===== config.mk =====
export PLATFORM = sky130hd
export DESIGN_NAME = fifo_wr_arbiter
export DESIGN_NICKNAME = d
export VERILOG_FILES = /design/src/rtl/fifo_arb_pkg.sv /design/src/rtl/fifo_wr_arbiter_rr_pick.sv /design/src/rtl/fifo_wr_arbiter.sv
export SDC_FILE = /design/constraint.sdc
export NUM_CORES = 1
export LEC_CHECK = 0
export BUFFER_PORTS_ARGS = -buffer_cell sky130_fd_sc_hd__buf_2
export CAP_MARGIN = 5
export CORE_UTILIZATION = 30
export DETAILED_ROUTE_END_ITERATION = 7
export HOLD_SLACK_MARGIN = 0.02
export PLACE_DENSITY_LB_ADDON = 0.25
export SYNTH_ARGS = -nofsm -noshare
export SYNTH_HDL_FRONTEND = slang
export SYNTH_HIERARCHICAL = 1
export SYNTH_SLANG_ARGS = --single-unit

===== constraint.sdc =====
create_clock -name wclk -period 5.4 [get_ports wclk]
set_input_delay 1.08 -clock wclk [delete_from_list [all_inputs] [get_ports wclk]]
set_output_delay 1.08 -clock wclk [all_outputs]
set_load 0.01 [all_outputs]

===== src/rtl/fifo_arb_pkg.sv =====
// Shared types and helpers for the FIFO write-port arbiter.
// Holds the FSM encoding, default sizes and the grant decode helper.
package fifo_arb_pkg;

    typedef enum logic {
        IDLE = 1'b0,
        XFER = 1'b1
    } state_t;

    localparam int DEF_NREQ  = 4;
    localparam int DEF_DSIZE = 8;
    localparam int DEF_BURST = 4;

    function automatic logic [2:0] onehot2idx(input logic [7:0] oh);
        logic [2:0] idx;
        idx = '0;
        for (int i = 0; i < 8; i++) begin
            if (oh[i]) idx = 3'(i);
        end
        return idx;
    endfunction

endpackage


===== src/rtl/fifo_wr_arbiter_rr_pick.sv =====
// Round-robin picker: first set request searching upward from ptr+1.
// Purely combinational; the search wraps around the request vector.
module rr_pick #(
    parameter int NREQ = 4,
    parameter int PW   = $clog2(NREQ)
) (
    input  logic [NREQ-1:0] req,
    input  logic [PW-1:0]   ptr,
    output logic            valid,
    output logic [NREQ-1:0] pick
);

    logic [PW-1:0] idx;
    logic          found;

    always_comb begin
        pick  = '0;
        found = 1'b0;
        idx   = '0;
        for (int k = 1; k <= NREQ; k++) begin
            idx = PW'((int'(ptr) + k) % NREQ);
            if (!found && req[idx]) begin
                pick[idx] = 1'b1;
                found     = 1'b1;
            end
        end
    end

    assign valid = |req;

endmodule


===== src/rtl/fifo_wr_arbiter.sv =====
// Round-robin arbiter sharing one FIFO write port between requesters.
// Grants bounded bursts; one dead cycle always separates grants.
module fifo_wr_arbiter
    import fifo_arb_pkg::*;
#(
    parameter int NREQ  = DEF_NREQ,
    parameter int DSIZE = DEF_DSIZE,
    parameter int BURST = DEF_BURST,
    parameter int CNTW  = 4
) (
    input  logic                  wclk,
    input  logic                  wrst,
    input  logic [NREQ-1:0]       req,
    input  logic [NREQ-1:0]       last,
    input  logic [NREQ*DSIZE-1:0] din,
    output logic [NREQ-1:0]       ack,
    output logic [NREQ-1:0]       gnt,
    output logic                  busy,
    output logic                  winc,
    output logic [DSIZE-1:0]      wdata,
    input  logic                  wfull
);

    localparam int PW = $clog2(NREQ);

    state_t          state;
    logic [CNTW-1:0] cnt;
    logic [PW-1:0]   ptr;
    logic [PW-1:0]   gidx;
    logic            req_g;
    logic            last_g;
    logic            rel;
    logic            pick_valid;
    logic [NREQ-1:0] pick;

    rr_pick #(
        .NREQ (NREQ),
        .PW   (PW)
    ) u_pick (
        .req   (req),
        .ptr   (ptr),
        .valid (pick_valid),
        .pick  (pick)
    );

    assign gidx   = PW'(onehot2idx(8'(gnt)));
    assign req_g  = req[gidx];
    assign last_g = last[gidx];
    assign busy   = (state == XFER);
    assign winc   = busy & req_g & ~wfull;
    assign ack    = winc ? gnt : '0;
    assign wdata  = (gnt != '0) ? din[int'(gidx)*DSIZE +: DSIZE] : '0;

    // Stall on wfull holds the grant; only a dropped request releases then.
    assign rel = busy & ((winc & last_g)
                       | (winc & (cnt == CNTW'(BURST - 1)))
                       | ~req_g);

    always_ff @(posedge wclk or posedge wrst) begin
        if (wrst) begin
            state <= IDLE;
            gnt   <= '0;
            cnt   <= '0;
            ptr   <= PW'(NREQ - 1);
        end else begin
            unique case (state)
                IDLE: begin
                    if (pick_valid) begin
                        state <= XFER;
                        gnt   <= pick;
                        cnt   <= '0;
                    end
                end
                XFER: begin
                    if (rel) begin
                        state <= IDLE;
                        gnt   <= '0;
                        cnt   <= '0;
                        ptr   <= gidx;
                    end else if (winc) begin
                        cnt <= cnt + 1'b1;
                    end
                end
                default: state <= IDLE;
            endcase
        end
    end

endmodule


==> results of run 1 <==
cell usage after synthesis (2+ instances only):
cell,instances,area [um2]
nand2b_1,2,12.51
or4_1,2,15.01
a2bb2oi_1,3,26.28
a221oi_1,5,43.79
or2_2,2,12.51
o21a_1,3,22.52
o21ai_0,8,40.04
nor3_1,2,10.01
clkbuf_1,5,18.77
or3_1,2,12.51
inv_1,9,33.78
mux4_2,2,45.04
a22o_1,4,35.03
ha_1,9,112.6
o31ai_1,5,37.54
dfstp_2,2,52.55
and2_1,4,25.02
mux4_1,2,52.55
dfrtp_1,9,225.2
nor3b_1,4,30.03
o211ai_1,5,37.54
nor2_1,6,22.52
nand2_1,17,63.81
a21oi_1,7,35.03
nor2b_1,8,50.05
a22oi_1,4,30.03
buf_2,2,10.01
worst max-delay path, stage by stage:
cell       delay [ns]
buf_2            0.13
mux2_2           0.28
o2111ai_1        0.35
nor2_1           0.17
and2_1           0.18
buf_2            0.13
final timing paths:
path                           to  slack, ns
setup / recovery           ack[3]       2.00
hold / removal             cnt[2]       0.53
setup reg to reg           gnt[1]       2.75
hold reg to reg            cnt[2]       0.53
max in group asynchronous  ptr[0]       4.23
min in group asynchronous    busy       0.84
stage by stage:
| step | power, mW | hold WS (ns) | utilization, % | instance area, um2 | setup WS, ns |
|---|---|---|---|---|---|
| after floorplan | 0.5207 | 0.4834 | - | 1336 | 2.336 |
| after global placement | 0.6361 | 0.5124 | 40.04 | 1659 | 1.990 |
| after detailed placement | 0.6365 | 0.5134 | 40.04 | 1659 | 1.991 |
| after CTS | 0.7217 | 0.5271 | 41.12 | 1704 | 1.993 |
| after global routing | 0.7844 | 0.5650 | 41.12 | 1704 | 1.856 |
| final | 0.7148 | 0.5316 | 41.12 | 1704 | 1.995 |
power breakdown:
group | switching (mW) | total (mW) | internal (mW)
registers | 0.0703 | 0.181 | 0.111
logic | 0.234 | 0.451 | 0.217
clock network | 0.0307 | 0.0825 | 0.0518
total | 0.335 | 0.715 | 0.380
layout by cell type, fill, tap and decap left out, drive strengths merged, types with 3 or more instances in the layout:
| cell type | instances |
|---|---|
| a2bb2oi | 3 |
| a21oi | 7 |
| o21a | 3 |
| nand2 | 17 |
| dfrtp | 9 |
| inv | 9 |
| a22oi | 4 |
| and2 | 4 |
| a221oi | 5 |
| o31ai | 5 |
| nor3b | 4 |
| o21ai | 8 |
| nor2b | 9 |
| nor2 | 6 |
| mux4 | 4 |
| buf | 60 |
| o211ai | 6 |
| ha | 9 |
| clkbuf | 4 |
| a22o | 4 |
registers in the layout (all words and copies together), names as in the netlist:
| register | flops |
|---|---|
| cnt | 4 |
| gnt | 4 |
| busy | 1 |
| ptr | 2 |
routing by layer:
| metal | vias to the layer above | wire (um) | part of all wire, % | global-route usage (%) |
|---|---|---|---|---|
| met5 | - | 0 | 0 | 0 |
| met4 | 0 | 6 | 0.17 | 0.7653 |
| met3 | 2 | 256 | 7.3 | 3.618 |
| met2 | 52 | 1676 | 48 | 26.10 |
| met1 | 650 | 1563 | 45 | 18.88 |
| li1 | 705 | - | - | - |
final cells by class:
type | count | area share [%]
Timing Repair Buffer | 60 | 17.62
Multi-Input combinational cell | 127 | 57.78
Clock buffer | 4 | 2.643
Sequential cell | 11 | 16.30
Tap cell | 50 | 3.671
Inverter | 9 | 1.982
cell families (layout without fill, tap and decap cells):
family,after synthesis,in the layout,synth area share (%)
and+or+nand+nor,55,55,24.16
DFF,11,11,20.79
adders and majority gates,9,9,8.427
muxes,7,7,10.02
buffers and inverters,17,73,5.524
AOI/OAI and AO/OA,56,56,31.09
==> flow_summary.json, run 1 <==
{
  "final-seq-area_um2": 277.8,
  "yosysWarnings": 6,
  "cts_buffer_depth": 2,
  "maxSlewViolCount": 0,
  "drt_first_pass_iters": 5,
  "port_buffers": 60,
  "yosys_most_used_dff": "dfrtp_1",
  "synth_area_um2": 1336,
  "cp-end-kind": "output port",
  "status": "complete, no violations",
  "timing.fmax_mhz": 293.7,
  "drive_above_1_share_pct": 35.55,
  "seq_area_frac_synth_pct": 20.79,
  "cts_hold_buffers": 0,
  "grt_pass1_wl_mm": 5.237,
  "fin_crit_ns": 3.405,
  "finalCritPeriodShare_pct": 63.05,
  "n_antenna_cell": 0,
  "final_cells": 261,
  "dp_cells": 257,
  "numCtsBuffers": 3,
  "multi_input_area_um2": 984.7,
  "synth_edf_count": 0,
  "fillers": 422,
  "die_h_um": 68.74,
  "relSlewSlack_pct": 45.73,
  "critPathMaxFanout": 6,
  "finClkSkew_ns": 0.003112,
  "clk_latency_ns": 0.24,
  "cts_setup_buffers": 0,
  "clk_pin_slew_ns": 0.05,
  "drc_errors": 0,
  "synthCells": 155,
  "crit_start": "req[1]",
  "hold_viol_final": 0,
  "rr_worst_depth": 8,
  "drtAntennaViolNets": 0,
  "reg2reg_from": "ptr[0]",
  "setup_tns_ns": 0,
  "wl_mm": 3.502,
  "area_delta_synth_final_pct": 27.53,
  "die_w_um": 68.74,
  "hp-class": "reg2reg",
  "drt_iter0_drc": 44,
  "syn_area_per_cell_um2": 8.621,
  "hpwl_mm": 2.668,
  "cts_tree": "done",
  "ios": 61,
  "rsz0062_at_grt": "false",
  "cts.repair.resized": 0,
  "routedWlPerCell_um": 13.42,
  "syn-num-nets": 207,
  "p_leak_nw": 0.8007,
  "worstSetupStartpointType": "input pin",
  "drv_cap": 0,
  "drt-vias-per-instance": 5.398,
  "path_class": "in2out",
  "critPathRequiredTime_ns": 4.32,
  "vias": 1409,
  "synth_seq_cells": 11,
  "p_per_area_nw_per_um2": 419.4,
  "clockRootBuffer": "clkbuf_8",
  "core_um2": 4144,
  "rows": 23,
  "place.gp.congestion": 0.7423,
  "grt_max_degree": 26,
  "setup_viol_count_final": 0,
  "grt_pass1_vias": 1168,
  "holdPathStages": 1,
  "h-tree-depth": 1,
  "grt.overflow.total": 0,
  "antenna_found_initial": 0,
  "synthArstFlopShare_pct": 100.0,
  "dieArea_um2": 4725,
  "clock_sinks": 11,
  "nNetsFinal": 264,
  "worst_pin_slew_ns": 0.8140,
  "start_util_pct": 32.25,
  "irDropWorstVdd_mv": 0.1463,
  "min_from": "cnt[2]",
  "synth.distinct_cells": 49,
  "grt_usage_pct": 14.74,
  "arrival_ns": 2.32
}
(Power assumes the default switching activity.)
==> run 2: changes to the inputs <==
Clock period 5.4 ns to 2.8 ns, I/O delays scaled along.
==> run 2 against run 1 <==
  * Non-clock buffer count grew 6
  * Via count is essentially flat
  * Cell area grew 2.6%
  * Sequential power grew 42%
  * Clock power grew 95%
  * Flip-flop and latch count is the same
  * Critical path type is now reg2reg
  * Critical endpoint is now gnt[1]
==> flow_summary.json, run 2 (synthesis gave the netlist of run 1 again) <==
{
  "drv_cap": 0,
  "arrival_ns": 2.65,
  "setup_viol_count_final": 0,
  "worst_pin_slew_ns": 0.7159,
  "path_class": "reg2reg",
  "top_regs": "cnt (4), gnt (4), ptr (2)",
  "hpwl_mm": 2.779,
  "clockPowerShare_pct": 11.3,
  "fillers": 430,
  "timing.fmax_mhz": 401.7,
  "hp-class": "in2async",
  "clk_pin_slew_ns": 0.05,
  "nNetsFinal": 270,
  "port_buffers": 60,
  "place_ws_ns": 0.3271,
  "p_leak_nw": 0.8316,
  "critPathRequiredTime_ns": 2.96,
  "cts_buffer_depth": 2,
  "drt_first_pass_iters": 5,
  "h-tree-depth": 1,
  "seqPwrFrac_pct": 18.0,
  "finalCritPeriodShare_pct": 88.91,
  "cts_hold_buffers": 0,
  "rrSetupSlack_ns": 0.31,
  "rows": 23,
  "status": "complete, no violations",
  "clock_sinks": 11,
  "grt_usage_pct": 15.87,
  "area_delta_synth_final_pct": 30.90,
  "core_um2": 4144,
  "vias": 1408,
  "finClkSkew_ns": 0.004198,
  "final_common_cell": "buf_2",
  "numCtsBuffers": 3,
  "final_cell_mix": "buf_2 (60), nand2_1 (17), inv_1 (9), ha_1 (9), dfrtp_1 (9)",
  "routedWlPerCell_um": 13.75,
  "p_int_uw": 769.1,
  "relSlewSlack_pct": 52.28,
  "worstSetupStartpointType": "flop",
  "ios": 61,
  "drtAntennaViolNets": 0,
  "place.gp.congestion": 0.7968,
  "die_h_um": 68.74,
  "cp-end-kind": "flop",
  "swShare_pct": 46.22,
  "drc_errors": 0,
  "critPathMaxFanout": 8,
  "antenna_found_initial": 0,
  "hold_viol_final": 0,
  "die_w_um": 68.74,
  "clk_latency_ns": 0.24,
  "cts_tree": "done",
  "setup_tns_ns": 0,
  "switchingPower_uw": 660.8,
  "cts.repair.resized": 0,
  "p_comb_share_pct": 70.7,
  "drt-vias-per-instance": 5.273,
  "rsz0062_at_grt": "false",
  "dieArea_um2": 4725,
  "grt_pass1_vias": 1202,
  "maxSlewViolCount": 0,
  "setup_slack_ns": 0.3104,
  "wl_mm": 3.672,
  "grt.overflow.total": 0,
  "start_util_pct": 32.25,
  "rr_worst_depth": 8,
  "p_per_area_nw_per_um2": 817.5,
  "drt_iter0_drc": 64,
  "grt_pass1_wl_mm": 5.595,
  "fin_crit_ns": 2.490,
  "cts_setup_buffers": 0,
  "grt_max_degree": 23,
  "clockRootBuffer": "clkbuf_8",
  "irDropWorstVdd_mv": 0.4071,
  "drive_above_1_share_pct": 37.33,
  "n_antenna_cell": 0
}
==> run 2: layer usage <==
metal | routed length, um | GRT usage (%) | up-vias
met5 | 0 | 0 | -
met2 | 1740 | 26.96 | 47
met3 | 260 | 3.783 | 0
met1 | 1670 | 21.06 | 645
met4 | 0 | 1.531 | 0
li1 | - | - | 716
==> run 2: power by group through the flow <==
| stage | Sequential [mW] | Clock, mW | Combinational (mW) |
|---|---|---|---|
| after floorplan | 0.286 | 0 | 0.718 |
| after global placement | 0.258 | 0 | 1.01 |
| after detailed placement | 0.260 | 0 | 1.01 |
| after CTS | 0.258 | 0.167 | 1.02 |
| after global routing | 0.267 | 0.174 | 1.13 |
| final | 0.257 | 0.161 | 1.01 |
==> run 2: path summary, 6_finish.rpt <==
check,from,to
worst max-delay path,ptr[1],gnt[1]
worst min-delay path,wrst,gnt[3]
worst max register to register,ptr[1],gnt[1]
worst min register to register,cnt[2],cnt[2]
max in group asynchronous,wrst,ptr[1]
min in group wclk,cnt[2],cnt[2]
==> run 2: final cells by class <==
class,instances,area [um2],share of cell area [%]
inverters,9,33.78,1.931
multi-input cells,127,984.7,56.29
flip-flops and latches,11,277.8,15.88
clock buffers,4,45.04,2.575
repair buffers,66,345.3,19.74
well taps,50,62.56,3.577
==> run 2: critical path, cell delays in order, from the launching register on <==
cell      delay (ns)
dfstp_2         0.60
inv_1           0.11
ha_1            0.33
mux4_1          0.63
nor4b_4         0.31
nand2_1         0.09
o211ai_1        0.10
mux2i_1         0.09
o22ai_1         0.15
==> run 2: through the flow <==
stage	total power, mW	instance area [um2]	hold slack (ns)	cells	utilization, %
after global placement	1.266	1704	0.5090	263	41.12
after detailed placement	1.270	1704	0.5131	263	41.12
after global routing	1.572	1749	0.3668	267	42.21
after CTS	1.441	1749	0.3269	267	42.21
final	1.430	1749	0.3157	267	42.21
after floorplan	1.004	1336	0.4110	155	-
